## src/rtl/bit_population_counter.sv

```systemverilog
// Parametrised ones/zeros population counter with an internal shift register,
// early termination on an empty operand, abort, and a start/rdy/done handshake.
module bit_population_counter #(
  parameter int WIDTH = 8,
  parameter int CNT_W = $clog2(WIDTH + 1)
) (
  input  logic             clk,
  input  logic             rst_b,
  input  logic             start_i,
  input  logic             abort_i,
  input  logic             mode_i,
  input  logic [WIDTH-1:0] data_in_i,
  output logic             rdy_o,
  output logic             busy_o,
  output logic             done_o,
  output logic [CNT_W-1:0] count_o
);

  typedef enum logic [2:0] {
    S_IDLE  = 3'd0,
    S_TEST  = 3'd1,
    S_SHIFT = 3'd2,
    S_ACC   = 3'd3,
    S_DONE  = 3'd4
  } state_t;

  state_t           state_q, state_d;
  logic [WIDTH-1:0] sreg_q, sreg_d;
  logic             ebit_q, ebit_d;
  logic [CNT_W-1:0] count_q, count_d;

  // State and datapath registers
  always_ff @(posedge clk or negedge rst_b) begin
    if (!rst_b) begin
      state_q <= S_IDLE;
      sreg_q  <= '0;
      ebit_q  <= 1'b0;
      count_q <= '0;
    end else begin
      state_q <= state_d;
      sreg_q  <= sreg_d;
      ebit_q  <= ebit_d;
      count_q <= count_d;
    end
  end

  // Next-state and datapath control; abort wins in every busy state
  always_comb begin
    state_d = state_q;
    sreg_d  = sreg_q;
    ebit_d  = ebit_q;
    count_d = count_q;
    case (state_q)
      S_IDLE: begin
        if (start_i && !abort_i) begin
          sreg_d  = mode_i ? ~data_in_i : data_in_i;
          count_d = '0;
          ebit_d  = 1'b0;
          state_d = S_TEST;
        end else begin
          state_d = S_IDLE;
        end
      end
      S_TEST: begin
        if (abort_i) begin
          state_d = S_IDLE;
        end else if (sreg_q == '0) begin
          state_d = S_DONE;
        end else begin
          state_d = S_SHIFT;
        end
      end
      S_SHIFT: begin
        if (abort_i) begin
          state_d = S_IDLE;
        end else begin
          ebit_d  = sreg_q[0];
          sreg_d  = sreg_q >> 1'b1;
          state_d = S_ACC;
        end
      end
      S_ACC: begin
        if (abort_i) begin
          state_d = S_IDLE;
        end else begin
          if (ebit_q) begin
            count_d = count_q + {{(CNT_W-1){1'b0}}, 1'b1};
          end else begin
            count_d = count_q;
          end
          state_d = S_TEST;
        end
      end
      S_DONE: begin
        state_d = S_IDLE;
      end
      default: begin
        state_d = S_IDLE;
      end
    endcase
  end

  // Moore output decode; unused encodings look idle
  always_comb begin
    rdy_o  = 1'b1;
    busy_o = 1'b0;
    done_o = 1'b0;
    case (state_q)
      S_IDLE: begin
        rdy_o  = 1'b1;
        busy_o = 1'b0;
      end
      S_TEST, S_SHIFT, S_ACC: begin
        rdy_o  = 1'b0;
        busy_o = 1'b1;
      end
      S_DONE: begin
        rdy_o  = 1'b0;
        busy_o = 1'b1;
        done_o = 1'b1;
      end
      default: begin
        rdy_o  = 1'b1;
        busy_o = 1'b0;
        done_o = 1'b0;
      end
    endcase
  end

  assign count_o = count_q;

endmodule

```

## config.mk

```make
export PLATFORM = sky130hd
export DESIGN_NAME = bit_population_counter
export DESIGN_NICKNAME = d
export VERILOG_FILES = /design/src/rtl/bit_population_counter.sv
export SDC_FILE = /design/constraint.sdc
export NUM_CORES = 1
export LEC_CHECK = 0
export CORE_MARGIN = 2
export CORE_UTILIZATION = 45
export DETAILED_ROUTE_END_ITERATION = 10
export GPL_ROUTABILITY_DRIVEN = 0
export PLACE_DENSITY = 0.73
export RECOVER_POWER = 100
export REMOVE_ABC_BUFFERS = 1
export SKIP_CTS_REPAIR_TIMING = 1
export SLEW_MARGIN = 10
export SYNTH_ARGS = -nofsm -noshare
export SYNTH_HDL_FRONTEND = slang
export SYNTH_SLANG_ARGS = --single-unit
```

## constraint.sdc

```tcl
create_clock -name clk -period 1.7 [get_ports clk]
set_input_delay 0.34 -clock clk [delete_from_list [all_inputs] [get_ports clk]]
set_output_delay 0.34 -clock clk [all_outputs]
set_load 0.05 [all_outputs]
```

# After elaboration in Yosys (flattened, before gate mapping)
# Cells that the tools add are included.
# Widths: inputs -> output; s select.
[word_totals]
in_bits = 13
register_bits = 16
wordCells = 43
[op_classes]
n_reduce_logical = 9
bitwise_logic = 1
n_eq_ne = 8
n_addsub = 1
muxes = 20
[op_table]
columns = ["cell", "count"]
rows = [
  ["$mux 8", 3],
  ["$pmux 8 s2", 1],
  ["$mux 4", 3],
  ["$pmux 3 s4", 1],
  ["$logic_not 8->1", 1],
  ["$ne 2x2->1 const B", 4],
  ["$not 8->8", 1],
  ["$pmux 4 s2", 1],
  ["$mux 1", 7],
  ["$eq 3x2->1 const B", 2],
  ["$mux 3", 2],
  ["$add 4x1->4 const B", 1],
  ["$reduce_and 4->1", 1],
  ["$reduce_bool 2->1", 2],
  ["$reduce_or 4->1", 1],
  ["$eq 3x1->1 const B", 1],
  ["$eq 3x3->1 const B", 1],
  ["$logic_not 3->1", 1],
  ["$reduce_and 3->1", 1],
  ["$mux 2", 1],
  ["$pmux 1 s2", 1],
  ["$logic_and 1x1->1", 1],
  ["$logic_not 1->1", 1],
]

# Longest topological paths before layout
# Gate-level depths: netlist of run 1.
[logic_depth]
word_depth = 4
ltp_mapped = 6

# Worst setup path after synthesis of run 1
# Ideal clock, no wire load.
[synth_timing]
path_type = "reg2out"
startpoint = "register state_q[0]"
endpoint = "output rdy_o"
path_stages_with_launch = 4
arrival_ns = 1.856
required_time_ns = 1.360
slack_ns = -0.496
path_cell_list = "dfrtp_1 nor2_1 xnor2_1 inv_1"
[synth_between]
elab_chain_cells = 3
elab_cells_between_ends = 6
[synth_rtl]
columns = ["element", "line_no", "text"]
rows = [
  ["start, declared", "27", "state_t state_q, state_d;"],
  ["start signal, assigned", "40", "state_q <= state_d;"],
  ["$eq 3x2->1, or another cell as far along", "108", "case (state_q)"],
  ["$reduce_or 4->1 (no line) *", "--", ""],
  ["$mux 1 *", "108", ""],
  ["end, declared", "13", "output logic rdy_o,"],
]
# Mark *: on every way between the ends. The rest lies on a longest branch, timed or not.

# Final worst setup path of run 1
# Same ends and word-level chain as after synthesis.

==> out/qor.json, run 1 <==
{
  "clk_pin_slew": {"value": 0.09, "unit": "ns"},
  "max_cap_violations": {"value": 0},
  "initial_utilization": {"value": 0.4891},
  "seq_area_frac_synth": {"value": 0.4591},
  "die_h": {"value": 48.02, "unit": "um"},
  "p_int": {"value": 847.7, "unit": "uW"},
  "grt_antenna_before_repair": {"value": 0},
  "timing.fmax": {"value": 612.5, "unit": "MHz"},
  "ys_types": {"value": 25},
  "clock_skew_after_layout": {"value": 0.0002736, "unit": "ns"},
  "power-per-cell-area": {"value": 1153, "unit": "nW/um^2"},
  "number_of_storage_elements_in_the_synthesis_netlist": {"value": 16},
  "antenna-diode-count": {"value": 0},
  "power_frac_clock": {"value": 0.185},
  "syn_avg_cell_area": {"value": 8.899, "unit": "um^2"},
  "r2r_slack": {"value": 0.13, "unit": "ns"},
  "ys_warn_count": {"value": 0},
  "wl": {"value": 1.774, "unit": "mm"},
  "numnets_final": {"value": 140},
  "vdd_ir_drop_max": {"value": 0.6084, "unit": "mV"},
  "fin_crit_period": {"value": 1.633, "unit": "ns"},
  "io_buffer_count": {"value": 19},
  "fp.dieW": {"value": 48.02, "unit": "um"},
  "post-route-drc-count": {"value": 0},
  "clock_latency": {"value": 0.28, "unit": "ns"},
  "syn_area": {"value": 872.1, "unit": "um^2"},
  "detail_route.wl_per_cell": {"value": 11.83, "unit": "um"},
  "netSwitchingPower": {"value": 503.9, "unit": "uW"},
  "num_vias": {"value": 782},
  "ctsRootBufferMaster": {"value": "sky130_fd_sc_hd__clkbuf_4"},
  "cp-end-kind": {"value": "primary output"},
  "timing.critical_path.fanout_max": {"value": 7},
  "path_class": {"value": "reg2out"},
  "syn2layout_area_growth": {"value": 34.43, "unit": "%"},
  "rsz0062_at_grt": {"value": "false"},
  "dr.pass1.iters": {"value": 4},
  "worstHoldStart": {"value": "ebit_q"},
  "post-place-cells": {"value": 146},
  "synth_top_cells_by_area": {"value": "sky130_fd_sc_hd__dfrtp_1 46%, sky130_fd_sc_hd__o21ai_0 9.8%, sky130_fd_sc_hd__xnor2_1 9.0%"},
  "finish.instance_area": {"value": 1172, "unit": "um^2"},
  "wire_length_of_the_first_global_routing_pass": {"value": 2.925, "unit": "mm"},
  "tns": {"value": 0, "unit": "ns"},
  "synthCells": {"value": 98},
  "cpPeakStageDelay": {"value": 0.47, "unit": "ns"},
  "layout.cells.non_filler": {"value": 150},
  "cell_type_with_the_largest_total_area_after_synthesis": {"value": "sky130_fd_sc_hd__dfrtp_1"},
  "fin_util": {"value": 0.6575},
  "worst_hold_class": {"value": "reg2reg"},
  "grt_pass1_vias": {"value": 697},
  "htree_num_levels": {"value": 1},
  "cp.required": {"value": 1.36, "unit": "ns"},
  "detail_route.iter0.violations": {"value": 5},
  "route.antenna.remaining_nets": {"value": 0},
  "rr_worst_depth": {"value": 4},
  "fp.dieArea": {"value": 2306, "unit": "um^2"},
  "worstHoldEndpoint": {"value": "ebit_q"},
  "register_share_of_total_power": {"value": 0.439},
  "tritoncts_clock_tree": {"value": "built"},
  "post_placement_worst_setup_slack": {"value": -0.08939, "unit": "ns"},
  "placementRows": {"value": 15},
  "cts.path.max_buffers": {"value": 2},
  "crit_slowest_cell": {"value": "sky130_fd_sc_hd__dfrtp_2"},
  "worst_hold_path.num_cells": {"value": 2},
  "grt_overflow_total": {"value": 0},
  "postPlaceCellArea": {"value": 1149, "unit": "um^2"},
  "grt_max_degree": {"value": 18},
  "place.detailed.hpwl": {"value": 1.329, "unit": "mm"},
  "worst_max_slew_pin_slew": {"value": 0.8715, "unit": "ns"},
  "synth_top_area_frac": {"value": 0.4591},
  "comb_power_share": {"value": 0.376},
  "setup-violations-final": {"value": 0},
  "swShare": {"value": 0.3728},
  "detail_route.vias_per_cell": {"value": 5.213},
  "r2r_end": {"value": "sreg_q[1]"},
  "startpoint_of_the_lowest_slack_register_to_register_path": {"value": "state_q[0]"},
  "fp.coreArea": {"value": 1783, "unit": "um^2"},
  "worst-endpoint-arrival": {"value": 1.29, "unit": "ns"},
  "leakage": {"value": 0.5264, "unit": "nW"},
  "status": {"value": "finished, final reports clean"},
  "cts_inserted_buffers": {"value": 3},
  "timing.slew.headroom": {"value": 0.4190},
  "top_level_ports": {"value": 20},
  "nFillCells": {"value": 167},
  "worstPathCellList": {"value": "nor2_4, xnor2_2, inv_1, clkbuf_8"},
  "fraction_of_final_layout_cells_sized_beyond_drive_strength_1": {"value": 0.1920},
  "cts_num_sinks": {"value": 16},
  "final-hold-violation-count": {"value": 0},
  "final_critical_path_setup_slack": {"value": 0.06730, "unit": "ns"},
  "crit_path_start_kind": {"value": "register"},
  "min_period_over_period": {"value": 0.9604},
  "timing_max_transition_violations_final": {"value": 0},
  "grtUsageTotal": {"value": 0.1877}
}
registers in the layout, summed over array words and instances, names as in the netlist:
name / count
count_o: 4
sreg_q: 8
state_q: 3
ebit_q: 1
cells in the mapped netlist:
master                     instances
sky130_fd_sc_hd__buf_2             2
sky130_fd_sc_hd__or2b_1            1
sky130_fd_sc_hd__ha_1              1
sky130_fd_sc_hd__nand3b_1          3
sky130_fd_sc_hd__o22ai_1           1
sky130_fd_sc_hd__o21ai_1           2
sky130_fd_sc_hd__dfrtp_1          16
sky130_fd_sc_hd__o31ai_2           1
sky130_fd_sc_hd__nor3b_2           1
sky130_fd_sc_hd__nor2_1            5
sky130_fd_sc_hd__or3b_1            1
sky130_fd_sc_hd__and3_1            1
sky130_fd_sc_hd__or4_1             3
sky130_fd_sc_hd__buf_6             1
sky130_fd_sc_hd__a21o_2            1
sky130_fd_sc_hd__nor3_1            2
sky130_fd_sc_hd__o211ai_1          1
sky130_fd_sc_hd__and2_1            1
sky130_fd_sc_hd__o21ai_2           1
sky130_fd_sc_hd__xnor2_1           9
sky130_fd_sc_hd__nand3_1           3
sky130_fd_sc_hd__clkbuf_1          1
sky130_fd_sc_hd__inv_1             3
sky130_fd_sc_hd__nand2_1          20
sky130_fd_sc_hd__o21ai_0          17
cell families (layout without fill, tap and decap cells):
family                     Yosys count  count (layout)  share of synthesized area
and+or+nand+nor                     41              41                     0.2353
AOI/OAI and AO/OA                   24              24                     0.1593
DFF                                 16              16                     0.4591
xor gates and xnor gates             9               9                    0.09039
buffers and inverters                7              34                    0.04160
adders and majority gates            1               1                    0.01434
power groups by stage:
stage / clock [mW] / sequential, mW / combinational (mW)
after floorplan: 0 / 0.573 / 0.305
after global placement: 0 / 0.585 / 0.515
after detailed placement: 0 / 0.588 / 0.533
after CTS: 0.256 / 0.583 / 0.535
after global routing: 0.273 / 0.611 / 0.564
final: 0.251 / 0.593 / 0.508
cell type report:
cell class / count / area [um^2] / area share
clock buffer: 4 / 36.28 / 0.03095
multi-input combinational: 75 / 446.7 / 0.3810
tap: 25 / 31.28 / 0.02668
timing repair buffer: 27 / 244.0 / 0.2081
sequential: 16 / 402.9 / 0.3437
inverter: 3 / 11.26 / 0.009605
cells in the final DEF (no fill, tap or decap), types with 2 or more instances in the layout:
cell	netlist	routed
sky130_fd_sc_hd__nor2_1	5	4
sky130_fd_sc_hd__xnor2_1	9	8
sky130_fd_sc_hd__clkbuf_8	0	2
sky130_fd_sc_hd__buf_12	0	2
sky130_fd_sc_hd__nand3b_1	3	3
sky130_fd_sc_hd__dfrtp_1	16	14
sky130_fd_sc_hd__clkbuf_2	0	5
sky130_fd_sc_hd__or4_1	3	3
sky130_fd_sc_hd__inv_1	3	3
sky130_fd_sc_hd__dfrtp_2	0	2
sky130_fd_sc_hd__clkdlybuf4s50_1	0	11
sky130_fd_sc_hd__nand3_1	3	3
sky130_fd_sc_hd__o21ai_0	17	19
sky130_fd_sc_hd__clkbuf_4	0	4
sky130_fd_sc_hd__clkbuf_1	1	2
sky130_fd_sc_hd__nor3_1	2	2
sky130_fd_sc_hd__nand2_1	20	20
sky130_fd_sc_hd__buf_4	0	4
critical path, delay by kind of cell, from the launching register on:
family | cells | cell delay [ns]
xor+xnor | 1 | 0.14
simple gates | 1 | 0.14
flops | 1 | 0.47
buf+inv | 2 | 0.25
per-stage QoR:
step	hold slack, ns	power (mW)
after floorplan	0.04441	0.8786
after global placement	0.4739	1.099
after detailed placement	0.4933	1.121
after CTS	0.3706	1.374
after global routing	0.5435	1.448
final	0.5075	1.352
worst max-delay path by stage:
stage / startpoint / to / slack (ns) / depth (start not counted)
final: state_q[0] / rdy_o / 0.07 / 4
after global routing: state_q[0] / sreg_q[1] / 0.02 / 4
after detailed placement: start_i / count_o[3] / -0.09 / 5
after floorplan: state_q[0] / rdy_o / -0.50 / 3
after CTS: state_q[1] / rdy_o / -0.08 / 4
after global placement: start_i / count_o[3] / -0.06 / 5
layer usage:
layer	vias up	track usage	share of wire	routed length [um]
li1	390	-	-	-
met1	370	0.2146	0.43	770
met2	20	0.3307	0.52	918
met3	2	0.03396	0.036	64
met4	0	0.09730	0.012	21
met5	-	0	0	0
(Power assumes the default switching activity.)
==> run 2, diff against run 1 <==
--- a/config.mk
+++ b/config.mk
@@ -5,8 +5,8 @@
 export SDC_FILE = /design/constraint.sdc
 export NUM_CORES = 1
 export LEC_CHECK = 0
-export CORE_MARGIN = 2
-export CORE_UTILIZATION = 45
+export CORE_MARGIN = 1
+export CORE_UTILIZATION = 43
 export DETAILED_ROUTE_END_ITERATION = 10
 export GPL_ROUTABILITY_DRIVEN = 0
 export PLACE_DENSITY = 0.73
==> constraint.sdc (replaced) <==
create_clock -name clk -period 1.3 [get_ports clk]
set_input_delay 0.26 -clock clk [delete_from_list [all_inputs] [get_ports clk]]
set_output_delay 0.26 -clock clk [all_outputs]
set_load 0.05 [all_outputs]
==> run 2 against run 1 <==
The run now ends with setup timing left. Die area is 4.1% lower. Via count up 6.9%. Core utilization rose by 13 points. Worst hold slack better by 0.023 ns. Count of clock-buffer cells in the layout did not move. Sequential share of layout area is 6.3 points lower. Largest cell class unchanged.
==> out/qor.json, run 2 (synthesis gave the netlist of run 1 again) <==
{
  "status": {"value": "finished, violations left", "change": "was finished, final reports clean"},
  "failed_checks": {"value": "setup timing"},
  "cts_inserted_buffers": {"value": 3, "change": "unchanged"},
  "clk_pin_slew": {"value": 0.10, "unit": "ns", "change": "was 0.09 ns"},
  "comb_power_share": {"value": 0.475, "change": "was 0.376"},
  "fin_util": {"value": 0.7897, "change": "was 0.6575"},
  "critical_path_buf_inv_count": {"value": 2, "change": "unchanged"},
  "wirelength_met1": {"value": 991, "unit": "um", "change": "was 770 um"},
  "worst-endpoint-arrival": {"value": 1.32, "unit": "ns", "change": "was 1.29 ns"},
  "placementRows": {"value": 15, "change": "unchanged"},
  "route.met2.wl": {"value": 1.182, "unit": "mm", "change": "was 918 um"},
  "topRoutingLayerUsed": {"value": "met4", "change": "unchanged"},
  "flip_flop_count_of_the_largest_register_all_copies_and_words_added": {"value": 8, "change": "unchanged"},
  "antenna-diode-count": {"value": 0, "change": "unchanged"},
  "cpPeakStageDelay": {"value": 0.46, "unit": "ns", "change": "was 0.47 ns"},
  "grt_max_degree": {"value": 18, "change": "unchanged"},
  "route.antenna.remaining_nets": {"value": 0, "change": "unchanged"},
  "crit_family": {"value": "flip-flops", "change": "unchanged"},
  "ctsRootBufferMaster": {"value": "sky130_fd_sc_hd__clkbuf_4", "change": "unchanged"},
  "dr_wl_met3": {"value": 34, "unit": "um", "change": "was 64 um"},
  "worst_max_slew_pin_slew": {"value": 0.8878, "unit": "ns", "change": "was 0.8715 ns"},
  "cp.required": {"value": 1.04, "unit": "ns", "change": "was 1.36 ns"},
  "nFillCells": {"value": 121, "change": "was 167"},
  "htree_num_levels": {"value": 1, "change": "unchanged"},
  "power-per-cell-area": {"value": 1496, "unit": "nW/um^2", "change": "was 1153 nW/um^2"},
  "netSwitchingPower": {"value": 821.1, "unit": "uW", "change": "was 503.9 uW"},
  "numnets_final": {"value": 155, "change": "was 140"},
  "power_frac_clock": {"value": 0.154, "change": "was 0.185"},
  "die_h": {"value": 47.04, "unit": "um", "change": "was 48.02 um"},
  "wl": {"value": 2.228, "unit": "mm", "change": "was 1.774 mm"},
  "clock_latency": {"value": 0.29, "unit": "ns", "change": "was 0.28 ns"},
  "worstPathCellList": {"value": "nor2_4, xnor2_2, buf_4, buf_12", "change": "was nor2_4, xnor2_2, inv_1, clkbuf_8"},
  "timing.fmax": {"value": 632.8, "unit": "MHz"},
  "leakage": {"value": 0.6362, "unit": "nW", "change": "was 0.5264 nW"},
  "path_class": {"value": "reg2out", "change": "unchanged"},
  "cp-end-kind": {"value": "primary output", "change": "unchanged"},
  "setup-violations-final": {"value": 17, "change": "was 0"},
  "post_placement_worst_setup_slack": {"value": -0.4524, "unit": "ns", "change": "was -0.08939 ns"},
  "crit_path_start_kind": {"value": "register", "change": "unchanged"},
  "max_cap_violations": {"value": 0, "change": "unchanged"},
  "fp.coreArea": {"value": 1821, "unit": "um^2", "change": "was 1783 um^2"},
  "grt_antenna_before_repair": {"value": 0, "change": "unchanged"},
  "fp.dieArea": {"value": 2212, "unit": "um^2", "change": "was 2306 um^2"},
  "place.detailed.hpwl": {"value": 1.447, "unit": "mm", "change": "was 1.329 mm"},
  "register_share_of_total_power": {"value": 0.371, "change": "was 0.439"},
  "layout.cells.non_filler": {"value": 165, "change": "was 150"},
  "fp.dieW": {"value": 47.04, "unit": "um", "change": "was 48.02 um"},
  "p_int": {"value": 1.330, "unit": "mW", "change": "was 847.7 uW"},
  "syn2layout_area_growth": {"value": 64.85, "unit": "%", "change": "was 34.43%"},
  "grt_pass1_vias": {"value": 748, "change": "was 697"},
  "post-place-cells": {"value": 153, "change": "was 146"},
  "fin_crit_period": {"value": 1.580, "unit": "ns"},
  "grt_overflow_total": {"value": 0, "change": "unchanged"},
  "tns": {"value": -2.152, "unit": "ns", "change": "was 0 ns"},
  "cts.path.max_buffers": {"value": 2, "change": "unchanged"},
  "io_buffer_count": {"value": 19, "change": "unchanged"},
  "final-hold-violation-count": {"value": 0, "change": "unchanged"},
  "detail_route.iter0.violations": {"value": 18, "change": "was 5"},
  "post-route-drc-count": {"value": 0, "change": "unchanged"},
  "initial_utilization": {"value": 0.4790, "change": "was 0.4891"},
  "timing.slew.headroom": {"value": 0.4081, "change": "was 0.4190"},
  "vdd_ir_drop_max": {"value": 1.088, "unit": "mV", "change": "was 0.6084 mV"},
  "largest_register": {"value": "sreg_q", "change": "unchanged"},
  "rsz0062_at_grt": {"value": "true", "change": "was false"},
  "grtUsageTotal": {"value": 0.2029, "change": "was 0.1877"},
  "num_vias": {"value": 836, "change": "was 782"},
  "min_period_over_period": {"value": 1.216},
  "fraction_of_final_layout_cells_sized_beyond_drive_strength_1": {"value": 0.4000, "change": "was 0.1920"},
  "final_critical_path_setup_slack": {"value": -0.2804, "unit": "ns", "change": "was 0.06730 ns"},
  "tritoncts_clock_tree": {"value": "built", "change": "unchanged"},
  "layout_common_cells": {"value": "15 x sky130_fd_sc_hd__nand2_1, 15 x sky130_fd_sc_hd__o21ai_1, 13 x sky130_fd_sc_hd__dfrtp_1, 13 x sky130_fd_sc_hd__buf_4, 11 x sky130_fd_sc_hd__clkdlybuf4s50_1", "change": "was 20 x sky130_fd_sc_hd__nand2_1, 19 x sky130_fd_sc_hd__o21ai_0, 14 x sky130_fd_sc_hd__dfrtp_1, 11 x sky130_fd_sc_hd__clkdlybuf4s50_1, 8 x sky130_fd_sc_hd__xnor2_1"},
  "detail_route.vias_per_cell": {"value": 5.067, "change": "was 5.213"},
  "postPlaceCellArea": {"value": 1251, "unit": "um^2", "change": "was 1149 um^2"},
  "dr.pass1.iters": {"value": 4, "change": "unchanged"},
  "crit_slowest_cell": {"value": "sky130_fd_sc_hd__dfrtp_2", "change": "unchanged"},
  "clock_skew_after_layout": {"value": 0.005447, "unit": "ns", "change": "was 0.0002736 ns"},
  "timing.critical_path.fanout_max": {"value": 5, "change": "was 7"},
  "detail_route.wl_per_cell": {"value": 13.50, "unit": "um", "change": "was 11.83 um"},
  "wire_length_of_the_first_global_routing_pass": {"value": 3.091, "unit": "mm", "change": "was 2.925 mm"},
  "finish.instance_area": {"value": 1438, "unit": "um^2", "change": "was 1172 um^2"},
  "cts_num_sinks": {"value": 16, "change": "unchanged"},
  "timing_max_transition_violations_final": {"value": 0, "change": "unchanged"},
  "worst_hold_class": {"value": "reg2reg", "change": "unchanged"},
  "top_level_ports": {"value": 20, "change": "unchanged"},
  "swShare": {"value": 0.3817, "change": "was 0.3728"}
}
run 2: cell types whose count changed in the layout (fill, tap and decap cells not counted), moves of 4 or more:
cell / before / now
sky130_fd_sc_hd__o21ai_0: 19 / 3
sky130_fd_sc_hd__o21ai_1: 1 / 15
sky130_fd_sc_hd__buf_4: 4 / 13
sky130_fd_sc_hd__buf_6: 0 / 7
sky130_fd_sc_hd__clkbuf_2: 5 / 0
sky130_fd_sc_hd__nand2_1: 20 / 15
sky130_fd_sc_hd__buf_12: 2 / 6
sky130_fd_sc_hd__nand2_2: 0 / 4
run 2: layer usage:
layer	global-route usage	vias up
met1	0.2646	394
met5	0	-
li1	-	422
met2	0.3333	18
met4	0.1029	0
met3	0.02308	2
run 2: cell type report:
type                    instances  area, um^2  share of cell area
flip-flops and latches         16       404.1              0.2811
repair buffers                 42       435.4              0.3029
inverters                       3       11.26            0.007833
clock buffers                   4       36.28             0.02524
well taps                      25       31.28             0.02176
multi-input cells              75       519.2              0.3612
run 2: worst paths after layout:
path | from | to | slack, ns | cells past startpoint
worst max register to register | state_q[0] | count_o[3] | -0.20 | 4
worst max-delay path | state_q[1] | busy_o | -0.28 | 4
worst min-delay path | ebit_q | ebit_q | 0.53 | 2
min in group asynchronous | rst_b | sreg_q[4] | 0.59 | 2
worst min register to register | ebit_q | ebit_q | 0.53 | 2
max in group asynchronous | rst_b | state_q[0] | 0.10 | 2
run 2: metrics by stage:
step	hold WS [ns]	power, mW
2_1_floorplan	-0.03559	1.149
3_3_place_gp	0.4708	1.518
3_5_place_dp	0.4817	1.549
4_1_cts	0.2799	1.875
5_1_grt	0.5606	2.286
6_report	0.5306	2.151
run 2: power groups by stage:
stage | logic, mW | registers [mW] | clock network [mW]
final | 1.02 | 0.798 | 0.332
after floorplan | 0.399 | 0.749 | 0
after detailed placement | 0.777 | 0.772 | 0
after global routing | 1.10 | 0.823 | 0.361
after CTS | 0.779 | 0.762 | 0.334
after global placement | 0.753 | 0.765 | 0
run 2: worst reg2reg max path, stage by stage, from the launching register on:
cell and delay (ns):
sky130_fd_sc_hd__dfrtp_2 0.47, sky130_fd_sc_hd__nor3b_2 0.25, sky130_fd_sc_hd__o21ai_2 0.10, sky130_fd_sc_hd__or4_1 0.53
sky130_fd_sc_hd__nand3_1 0.10
==> run 3, diff against run 2 <==
--- a/config.mk
+++ b/config.mk
@@ -12,6 +12,7 @@
 export PLACE_DENSITY = 0.73
 export RECOVER_POWER = 100
 export REMOVE_ABC_BUFFERS = 1
+export SETUP_SLACK_MARGIN = 0.1
 export SKIP_CTS_REPAIR_TIMING = 1
 export SLEW_MARGIN = 10
 export SYNTH_ARGS = -nofsm -noshare
==> run 3 against run 2 <==
The run still ends with setup timing left. Clock power fell by 2%. Register-to-register slack worse by 0.08 ns. Largest cell class unchanged. Total power rose by 0.43%. Count of clock-buffer cells in the layout unchanged. Die area unchanged. Core utilization grew 0.34 points.
==> out/qor.json, run 3 (synthesis gave the netlist of run 1 again) <==
{
  "netSwitchingPower": {"value": 828.9, "unit": "uW", "change": "was 821.1 uW"},
  "post-place-cells": {"value": 153, "change": "unchanged"},
  "cp.required": {"value": 1.52, "unit": "ns", "change": "was 1.04 ns"},
  "detail_route.wl_per_cell": {"value": 14.21, "unit": "um", "change": "was 13.50 um"},
  "route.antenna.remaining_nets": {"value": 0, "change": "unchanged"},
  "min_period_over_period": {"value": 1.215, "change": "was 1.216"},
  "leakage": {"value": 0.6348, "unit": "nW", "change": "was 0.6362 nW"},
  "fraction_of_final_layout_cells_sized_beyond_drive_strength_1": {"value": 0.4143, "change": "was 0.4000"},
  "fin_total_pwr": {"value": 2.160, "unit": "mW", "change": "was 2.151 mW"},
  "status": {"value": "finished, violations left", "change": "unchanged"},
  "register_share_of_total_power": {"value": 0.370, "change": "was 0.371"},
  "cts_num_sinks": {"value": 16, "change": "unchanged"},
  "placementRows": {"value": 15, "change": "unchanged"},
  "die_h": {"value": 47.04, "unit": "um", "change": "unchanged"},
  "grt_overflow_total": {"value": 0, "change": "unchanged"},
  "place.detailed.hpwl": {"value": 1.447, "unit": "mm", "change": "unchanged"},
  "fp.dieArea": {"value": 2212, "unit": "um^2", "change": "unchanged"},
  "timing.critical_path.from": {"value": "state_q[0]", "change": "was state_q[1]"},
  "clock_latency": {"value": 0.28, "unit": "ns", "change": "was 0.29 ns"},
  "power_frac_clock": {"value": 0.151, "change": "was 0.154"},
  "wl": {"value": 2.344, "unit": "mm", "change": "was 2.228 mm"},
  "comb_power_share": {"value": 0.479, "change": "was 0.475"},
  "multi_input_comb_area": {"value": 524.3, "unit": "um^2", "change": "was 519.2 um^2"},
  "largest_register": {"value": "sreg_q", "change": "unchanged"},
  "worst_max_slew_pin_slew": {"value": 0.8927, "unit": "ns", "change": "was 0.8878 ns"},
  "cts.path.max_buffers": {"value": 2, "change": "unchanged"},
  "detail_route.vias_per_cell": {"value": 5.121, "change": "was 5.067"},
  "p_int": {"value": 1.332, "unit": "mW", "change": "was 1.330 mW"},
  "tritoncts_clock_tree": {"value": "built", "change": "unchanged"},
  "setup-violations-final": {"value": 17, "change": "unchanged"},
  "timing.fmax": {"value": 633.3, "unit": "MHz", "change": "was 632.8 MHz"},
  "clock_skew_after_layout": {"value": 0.004488, "unit": "ns", "change": "was 0.005447 ns"},
  "failed_checks": {"value": "setup timing", "change": "unchanged"},
  "top_level_ports": {"value": 20, "change": "unchanged"},
  "vdd_ir_drop_max": {"value": 0.9240, "unit": "mV", "change": "was 1.088 mV"},
  "post-route-drc-count": {"value": 0, "change": "unchanged"},
  "path_class": {"value": "reg2reg", "change": "was reg2out"},
  "detail_route.iter0.violations": {"value": 15, "change": "was 18"},
  "flip_flop_count_of_the_largest_register_all_copies_and_words_added": {"value": 8, "change": "unchanged"},
  "register_area": {"value": 405.4, "unit": "um^2", "change": "was 404.1 um^2"},
  "swShare": {"value": 0.3836, "change": "was 0.3817"},
  "fin_crit_period": {"value": 1.579, "unit": "ns", "change": "was 1.580 ns"},
  "timing.slew.headroom": {"value": 0.4048, "change": "was 0.4081"},
  "wire_length_of_the_first_global_routing_pass": {"value": 3.091, "unit": "mm", "change": "unchanged"},
  "dr.pass1.iters": {"value": 4, "change": "unchanged"},
  "fin_hold_ws": {"value": 0.5339, "unit": "ns", "change": "was 0.5306 ns"},
  "initial_utilization": {"value": 0.4790, "change": "unchanged"},
  "worst-endpoint-arrival": {"value": 1.80, "unit": "ns", "change": "was 1.32 ns"},
  "grt_antenna_before_repair": {"value": 0, "change": "unchanged"},
  "num_vias": {"value": 845, "change": "was 836"},
  "max_cap_violations": {"value": 0, "change": "unchanged"},
  "htree_num_levels": {"value": 1, "change": "unchanged"},
  "final_critical_path_setup_slack": {"value": -0.2790, "unit": "ns", "change": "was -0.2804 ns"},
  "layout.cells.non_filler": {"value": 165, "change": "unchanged"},
  "worst_hold_class": {"value": "reg2reg", "change": "unchanged"},
  "timing_max_transition_violations_final": {"value": 0, "change": "unchanged"},
  "grtUsageTotal": {"value": 0.2029, "change": "unchanged"},
  "antenna-diode-count": {"value": 0, "change": "unchanged"},
  "worstHoldStart": {"value": "ebit_q", "change": "unchanged"},
  "crit_path_start_kind": {"value": "register", "change": "unchanged"},
  "cp-end-kind": {"value": "register", "change": "was primary output"},
  "fin_util": {"value": 0.7931, "change": "was 0.7897"},
  "io_buffer_count": {"value": 19, "change": "unchanged"},
  "timing.critical_path.fanout_max": {"value": 6, "change": "was 5"},
  "cts_inserted_buffers": {"value": 3, "change": "unchanged"},
  "syn2layout_area_growth": {"value": 65.57, "unit": "%", "change": "was 64.85%"},
  "grt_max_degree": {"value": 18, "change": "unchanged"},
  "nFillCells": {"value": 122, "change": "was 121"},
  "grt_pass1_vias": {"value": 748, "change": "unchanged"},
  "power-per-cell-area": {"value": 1496, "unit": "nW/um^2", "change": "about the same"},
  "numnets_final": {"value": 155, "change": "unchanged"},
  "final-hold-violation-count": {"value": 0, "change": "unchanged"},
  "fp.dieW": {"value": 47.04, "unit": "um", "change": "unchanged"},
  "startpoint_of_the_lowest_slack_register_to_register_path": {"value": "state_q[0]", "change": "unchanged"},
  "clk_pin_slew": {"value": 0.09, "unit": "ns", "change": "was 0.10 ns"},
  "ctsRootBufferMaster": {"value": "sky130_fd_sc_hd__clkbuf_4", "change": "unchanged"},
  "layout_common_cells": {"value": "15 x sky130_fd_sc_hd__nand2_1, 15 x sky130_fd_sc_hd__o21ai_1, 13 x sky130_fd_sc_hd__buf_4, 12 x sky130_fd_sc_hd__dfrtp_1, 11 x sky130_fd_sc_hd__clkdlybuf4s50_1", "change": "was 15 x sky130_fd_sc_hd__nand2_1, 15 x sky130_fd_sc_hd__o21ai_1, 13 x sky130_fd_sc_hd__dfrtp_1, 13 x sky130_fd_sc_hd__buf_4, 11 x sky130_fd_sc_hd__clkdlybuf4s50_1"},
  "rsz0062_at_grt": {"value": "true", "change": "unchanged"},
  "r2r_slack": {"value": -0.28, "unit": "ns", "change": "was -0.20 ns"},
  "fp.coreArea": {"value": 1821, "unit": "um^2", "change": "unchanged"}
}
==> run 3: cell types whose count changed in the layout (fill, tap and decap cells not counted) <==
cell                      change
sky130_fd_sc_hd__dfrtp_1      -1
sky130_fd_sc_hd__dfrtp_2      +1
sky130_fd_sc_hd__nor3_1       -1
sky130_fd_sc_hd__nor3_2       +1
==> run 3: worst paths after layout <==
path | endpoint | cells past startpoint
setup / recovery | count_o[3] | 4
hold / removal | ebit_q | 2
setup reg to reg | count_o[3] | 4
hold reg to reg | ebit_q | 2
max in group asynchronous | state_q[0] | 2
min in group asynchronous | sreg_q[4] | 2
==> run 3: area by class of cell <==
cell class,count,area share
Inverter,3,0.007799
Sequential cell,16,0.2808
Clock buffer,4,0.02513
Tap cell,25,0.02166
Timing Repair Buffer,42,0.3016
Multi-Input combinational cell,75,0.3631
==> run 3: metrics by stage <==
stage | cell area [um^2] | TNS (ns) | worst slack (ns)
detailed placement | 1251 | -3.600 | -0.4524
CTS | 1287 | -1.624 | -0.3307
finish | 1444 | -2.235 | -0.2790
global route | 1444 | -3.621 | -0.3317
floorplan | 847.1 | -2.345 | -0.8160
global placement | 1251 | -3.310 | -0.3861
==> run 3: metal layers <==
metal,vias up,GRT usage,share of wire
met5,-,0,0
met4,0,0.1029,0.0051
met3,2,0.02308,0.019
met2,19,0.3333,0.53
met1,400,0.2646,0.45
li1,424,-,-
==> run 3: critical path: stages, from the launching register on <==
cell and delay [ns]:
sky130_fd_sc_hd__dfrtp_2 0.48, sky130_fd_sc_hd__nor3b_2 0.30, sky130_fd_sc_hd__o21ai_2 0.12, sky130_fd_sc_hd__or4_1 0.53
sky130_fd_sc_hd__nand3_1 0.10
==> run 3: power groups by stage <==
stage / clock [mW] / combinational [mW] / sequential [mW]
floorplan: 0 / 0.399 / 0.749
global placement: 0 / 0.753 / 0.765
detailed placement: 0 / 0.777 / 0.772
CTS: 0.334 / 0.779 / 0.762
global route: 0.358 / 1.11 / 0.824
finish: 0.325 / 1.04 / 0.799
